## config.mk

```make
export PLATFORM = sky130hd
export DESIGN_NAME = tx_frame_arbiter
export DESIGN_NICKNAME = d
export VERILOG_FILES = /design/src/rtl/tx_frame_arbiter.sv
export SDC_FILE = /design/constraint.sdc
export NUM_CORES = 1
export LEC_CHECK = 0
export ABC_AREA = 1
export ABC_CLOCK_PERIOD_IN_PS = 4200
export CORE_MARGIN = 2
export CORE_UTILIZATION = 38
export DETAILED_ROUTE_END_ITERATION = 6
export GPL_ROUTABILITY_DRIVEN = 0
export PLACE_DENSITY = 0.87
export SLEW_MARGIN = 20
export SYNTH_ARGS = -nofsm -noshare
export SYNTH_HDL_FRONTEND = slang
export SYNTH_SLANG_ARGS = --single-unit
```

## constraint.sdc

```tcl
create_clock -name i_clk -period 4.2 [get_ports i_clk]
set_clock_uncertainty 0.15 [all_clocks]
set_input_delay 0.84 -clock i_clk [delete_from_list [all_inputs] [get_ports i_clk]]
set_output_delay 0.84 -clock i_clk [all_outputs]
set_load 0.01 [all_outputs]
```

## src/rtl/tx_frame_arbiter.sv

```systemverilog
// Frame-level arbiter sharing one byte-wide TX framing path between the MTL read
// side (source 0) and the local control/beacon generator (source 1).
module tx_frame_arbiter #(
    parameter int DATA_W      = 8,
    parameter int LEN_W       = 15,
    parameter int GAP_CYCLES  = 4,
    parameter int TIMEOUT     = 1023,
    parameter int STRICT_PRIO = 0
) (
    input  logic              i_clk,
    input  logic              i_rst,
    input  logic              i_enable,
    input  logic              i_s0_val,
    input  logic              i_s0_sof,
    input  logic              i_s0_eof,
    input  logic [DATA_W-1:0] i_s0_data,
    input  logic [LEN_W-1:0]  i_s0_frame_len,
    input  logic              i_s0_frame_len_val,
    output logic              o_s0_ack,
    input  logic              i_s1_val,
    input  logic              i_s1_sof,
    input  logic              i_s1_eof,
    input  logic [DATA_W-1:0] i_s1_data,
    input  logic [LEN_W-1:0]  i_s1_frame_len,
    input  logic              i_s1_frame_len_val,
    output logic              o_s1_ack,
    output logic              o_ari_val,
    output logic              o_ari_sof,
    output logic              o_ari_eof,
    output logic [DATA_W-1:0] o_ari_data,
    output logic [LEN_W-1:0]  o_ari_frame_len,
    output logic              o_ari_frame_len_val,
    input  logic              i_ari_ack,
    output logic [1:0]        o_grant,
    output logic              o_busy,
    output logic              o_err
);

    localparam int WD_W  = (TIMEOUT > 1) ? $clog2(TIMEOUT) : 1;
    localparam int GAP_W = (GAP_CYCLES > 1) ? $clog2(GAP_CYCLES) : 1;
    localparam logic [WD_W-1:0]  WD_MAX   = WD_W'(TIMEOUT - 1);
    localparam logic [GAP_W-1:0] GAP_LOAD = GAP_W'((GAP_CYCLES > 0) ? GAP_CYCLES - 1 : 0);

    typedef enum logic [1:0] {
        IDLE  = 2'd0,
        GRANT = 2'd1,
        GAP   = 2'd2
    } state_t;

    state_t           state;
    logic             last;
    logic [WD_W-1:0]  wd_cnt;
    logic [GAP_W-1:0] gap_cnt;
    logic [1:0]       req;
    logic             win1;
    logic             frame_done;

    assign req[0] = i_s0_val & i_s0_sof & i_s0_frame_len_val;
    assign req[1] = i_s1_val & i_s1_sof & i_s1_frame_len_val;

    // last holds the previous winner; round-robin hands a tie to the other source
    always_comb begin
        win1 = 1'b0;
        if (req == 2'b10)
            win1 = 1'b1;
        else if (req == 2'b11)
            win1 = (STRICT_PRIO != 0) ? 1'b0 : ~last;
    end

    assign frame_done = o_ari_val & o_ari_eof & i_ari_ack;

    always_ff @(posedge i_clk) begin
        if (i_rst) begin
            state   <= IDLE;
            o_grant <= 2'b00;
            o_err   <= 1'b0;
            last    <= 1'b1;
            wd_cnt  <= '0;
            gap_cnt <= '0;
        end else begin
            o_err <= 1'b0;
            case (state)
                IDLE: begin
                    if (i_enable && (req != 2'b00)) begin
                        o_grant <= win1 ? 2'b10 : 2'b01;
                        last    <= win1;
                        wd_cnt  <= '0;
                        state   <= GRANT;
                    end
                end
                GRANT: begin
                    if (frame_done || (!i_ari_ack && (wd_cnt == WD_MAX))) begin
                        // an ack-less exit can only be the watchdog abort
                        o_err   <= ~i_ari_ack;
                        o_grant <= 2'b00;
                        wd_cnt  <= '0;
                        if (GAP_CYCLES == 0) begin
                            state <= IDLE;
                        end else begin
                            state   <= GAP;
                            gap_cnt <= GAP_LOAD;
                        end
                    end else if (i_ari_ack) begin
                        wd_cnt <= '0;
                    end else begin
                        wd_cnt <= wd_cnt + WD_W'(1);
                    end
                end
                GAP: begin
                    if (gap_cnt == '0)
                        state <= IDLE;
                    else
                        gap_cnt <= gap_cnt - GAP_W'(1);
                end
                default: state <= IDLE;
            endcase
        end
    end

    assign o_busy = (state != IDLE);

    // Zero-latency mux, gated by the registered grant so nothing leaks outside GRANT
    assign o_ari_val           = (o_grant[0] & i_s0_val) | (o_grant[1] & i_s1_val);
    assign o_ari_sof           = (o_grant[0] & i_s0_sof) | (o_grant[1] & i_s1_sof);
    assign o_ari_eof           = (o_grant[0] & i_s0_eof) | (o_grant[1] & i_s1_eof);
    assign o_ari_frame_len_val = (o_grant[0] & i_s0_frame_len_val) | (o_grant[1] & i_s1_frame_len_val);
    assign o_ari_data          = ({DATA_W{o_grant[0]}} & i_s0_data) | ({DATA_W{o_grant[1]}} & i_s1_data);
    assign o_ari_frame_len     = ({LEN_W{o_grant[0]}} & i_s0_frame_len) | ({LEN_W{o_grant[1]}} & i_s1_frame_len);
    assign o_s0_ack            = i_ari_ack & o_grant[0];
    assign o_s1_ack            = i_ari_ack & o_grant[1];

endmodule

```

After elaboration in Yosys (flattened, before gate mapping)
Cells that the tools add are included.
Operators by class
  add/subtract/negate cells: 2
  multiply operators: 0
  divide/modulo/power cells: 0
  $lt $le $gt $ge: 0
  equality and inequality tests: 9
  shift-type cells: 0
  mux-type cells: 17
  bitwise operators: 30
  reduce and logical (&&, ||, !) cells: 16
Operators with widths (count)
  AND 15 bit: 2
  2-to-1 mux 10 bit: 3
  one-hot mux 10 bit (2 select lines): 1
  AND 1 bit: 16
  AND 8 bit: 2
  2-to-1 mux 2 bit: 8
  OR 15 bit: 1
  adder 10 x 1 -> 10 bit (second input constant): 1
  == test 10 bit (second input constant): 1
  AND reduction 3 bit: 3
  != test 2 bit (second input constant): 4
  OR 8 bit: 1
  one-hot mux 2 bit (2 select lines): 2
  nonzero test 2 bit: 4
  == test 2 bit (second input constant): 3
  one-hot mux 2 bit (3 select lines): 1
  zero test 2 bit: 2
  inverter 1 bit: 4
  OR 1 bit: 4
  AND reduction 2 bit: 2
  OR reduction 3 bit: 1
  == test 2 x 1 -> 1 bit (second input constant): 1
  logical AND 1 bit: 2
  2-to-1 mux 1 bit: 2
  other kinds (3): 3
Word-level totals
  flip-flop bits (word level): 18
  latch bits: 0
  bits in writable memories: 0
  ROM bits: 0
  input port bits: 58
  output and inout bits: 33
  logic and storage cells: 80
  memories kept: 0

Logic depth before layout (Yosys ltp)
  depth in word-level cells: 8
  mapped depth: 9
  depth with buffers taken out: 9

Least setup slack after synthesis
Ideal clock, no wire load.
  path type: input to output
  start point: input i_ari_ack
  end point: output o_s0_ack
  arrival: 1121 ps
  data required time: 3210 ps
  setup slack: 2089 ps
  stages on the path: 3
  buffers on the path: 1
  path through: buf_4 -> nand2_1 -> inv_1
Between the ends
  cells in the longest elaborated chain, start to end: 1
Ends and longest elaborated chain
  from (decl): line 33  | input logic i_ari_ack,
  AND 1 bit: line 129  | assign o_s0_ack = i_ari_ack & o_grant[0];
  to (decl): line 19  | output logic o_s0_ack,
No other way between the ends.

Worst setup path in the final report
  start point: input i_ari_ack
  end point: output o_s1_ack
Between the ends
  cells in the longest elaborated chain, start to end: 1
Ends and longest elaborated chain
  AND 1 bit: line 130  | assign o_s1_ack = i_ari_ack & o_grant[1];
  to (decl): line 26  | output logic o_s1_ack,
No other way between the ends.

==> results.cfg <==
[timing]
slew_headroom_pct = 32.5
report.final.slew_viol_count = 0
fin_crit_ps = 3260
tns_ps = 0
fin_ws_ps = 944
finalHoldViolCount = 0
fmax_mhz = 307
post-route-period-util_pct = 77.5
tightest_slew_ps = 1010
rsz0062_at_grt = false
finalSetupViolCount = 0

[setup_path]
critPathCaptureType = output pin
crit_chain = clkdlybuf4s50_1 > nand2_1 > inv_1 > clkdlybuf4s50_1
slowest_stage = clkdlybuf4s50_1
critical_path_class = in -> out
critical_path.max_stage_delay_ps = 710
worstSetupStartpointType = input pin
worstPathArrival_ps = 2270
r2r_end = wd_cnt[7]
path_max_fanout = 10
r2r_setup_slack_ps = 2170
worstPathRequired_ps = 3210
timing.rr.start = o_grant[0]
reg2reg_depth = 7
cpMostUsedCell = clkdlybuf4s50_1

[floorplanning]
core_um2 = 3280
rows = 21
ios = 91
dieArea_um2 = 3850
initial_core_util_pct = 39.0
die_h_um = 62.1
die_x_um = 62.1

[synthesis]
async_flop_share_pct = 0
synth_ff_type = dfxtp_1
yosys.area.top_type = dfxtp_1
netlist_top_cells_area = dfxtp_1 28%, a22o_1 17%, nand2_1 13%
ys_seq_elements = 18
synth_cell_type_count = 26
syn_area_per_cell_um2 = 6.85
yosysMostFrequentCell = nand2_1
ys_warn_count = 0
syn-num-nets = 248
synth_top_area_share_pct = 28.1
netlist_area_um2 = 1280
synth_edf_count = 0
synth_cells = 187
synthTopCellsByCount = 45 x nand2_1, 25 x a22o_1, 20 x inv_1
yosysSeqAreaShare_pct = 28.1

[routing]
first_pass_iters = 4
wl_per_cell_um = 12.8
vias = 1498
drtIter0Drc = 61
wl_um = 4080
antenna_left = 0
viasPerCell = 4.71
remaining_drc_errors = 0

[grt]
grt_usage_pct = 20.5
grt_max_degree = 31
grt-ovfl-total = 0
grt_first_pass_wirelength_um = 5950
grt_pass1_vias = 1339
antenna_found_initial = 0

[clocking]
postCtsHoldBufs = 0
root_buffer = clkbuf_4
clk_pin_slew_ps = 100
cts_sinks = 18
cts_setup_buffers = 0
cts_buffers = 3
ctsLongestPathBuffers = 2
cts_tree = built
clk_latency_ps = 300
post_cts_resize_count = 0
h-tree-depth = 1

[placement]
dp_slack_ps = 939
dp_hpwl_um = 3240
portBuffers = 90
placedCellCount = 314

[hold_path]
min_from = gap_cnt[1]
hold_depth = 2
min_path_type = reg -> reg
min_to = gap_cnt[1]

[power]
power_density_nw_per_um2 = 188
leakage_nw = 0.864
irDropWorstVdd_mv = 0.195

[final_layout]
drive_above_1_share_pct = 6.25
nets = 334
area_growth_syn_to_layout_pct = 73.5
num_antenna_cells = 0
fin_cells = 318

[outcome]
status = finished, final reports clean

[job]
drv_cap = 0
## how the worst max path moves through the flow
stage,startpoint,endpoint,depth (start not counted)
after CTS,i_ari_ack,o_s1_ack,4
after global routing,i_ari_ack,o_s1_ack,4
after detailed placement,i_ari_ack,o_s1_ack,4
final,i_ari_ack,o_s1_ack,4
after floorplan,i_ari_ack,o_s0_ack,3
after global placement,i_ari_ack,o_s1_ack,4
## registers in the layout, summed over array words and instances (netlist names)
name and count:
gap_cnt 2, state 2, o_grant 2, last 1, o_err 1, wd_cnt 10
## per-stage QoR
stage	utilization (%)	cell area, um^2	total power [W]	hold slack, ps
global placement	66.6	2190	0.000313	298
detailed placement	66.6	2190	0.000314	311
CTS	67.7	2220	0.000421	326
floorplan	-	1280	0.000233	290
global route	67.7	2220	0.000440	372
finish	67.7	2220	0.000418	321
## power breakdown
group | total, W | switching (W) | internal, W
sequential | 0.000184 | 0.00000828 | 0.000175
combinational | 0.000127 | 0.0000464 | 0.0000807
clock | 0.000108 | 0.0000549 | 0.0000529
total | 0.000418 | 0.000110 | 0.000309
## kinds of logic after synthesis
group	Yosys count	synth area share, %
AO/OA/AOI/OAI	39	23.1
XOR/XNOR	1	0.684
AND/OR/NAND/NOR	95	34.6
flip-flops	18	28.1
buffers and inverters	31	10.5
adder cells (fa/ha/maj)	3	2.93
## worst max-delay path: cells and delay by family
kind | cells | cell delay (ps)
AND/OR/NAND/NOR | 1 | 100
buffers and inverters | 3 | 1330
## cell type report
class | instances | area (um^2)
Sequential cell | 18 | 360
Inverter | 22 | 82.6
Tap cell | 46 | 57.6
Timing Repair Buffer | 90 | 901
Clock buffer | 4 | 36.3
Fill cell | 287 | 1060
Multi-Input combinational cell | 138 | 786
## cell usage in the layout (no fill, tap or decap), drive strengths merged
cell type,n
o211ai,1
nor2,20
nor3,2
clkdlybuf4s50,90
inv,22
a22o,25
xnor2,1
nand3b,1
ha,3
nand3,22
a21oi,10
or2,1
o21bai,2
clkbuf,4
dfxtp,18
o21ai,1
nor4,1
nand2,48
## layer usage
metal | up-vias | routed length (um) | GRT usage (%)
li1 | 803 | - | -
met1 | 654 | 1750 | 27.9
met2 | 41 | 2090 | 32.9
met3 | 0 | 244 | 6.63
met4 | 0 | 0 | 1.82
met5 | - | 0 | 0
No activity file was read; power rests on OpenSTA's default activity.
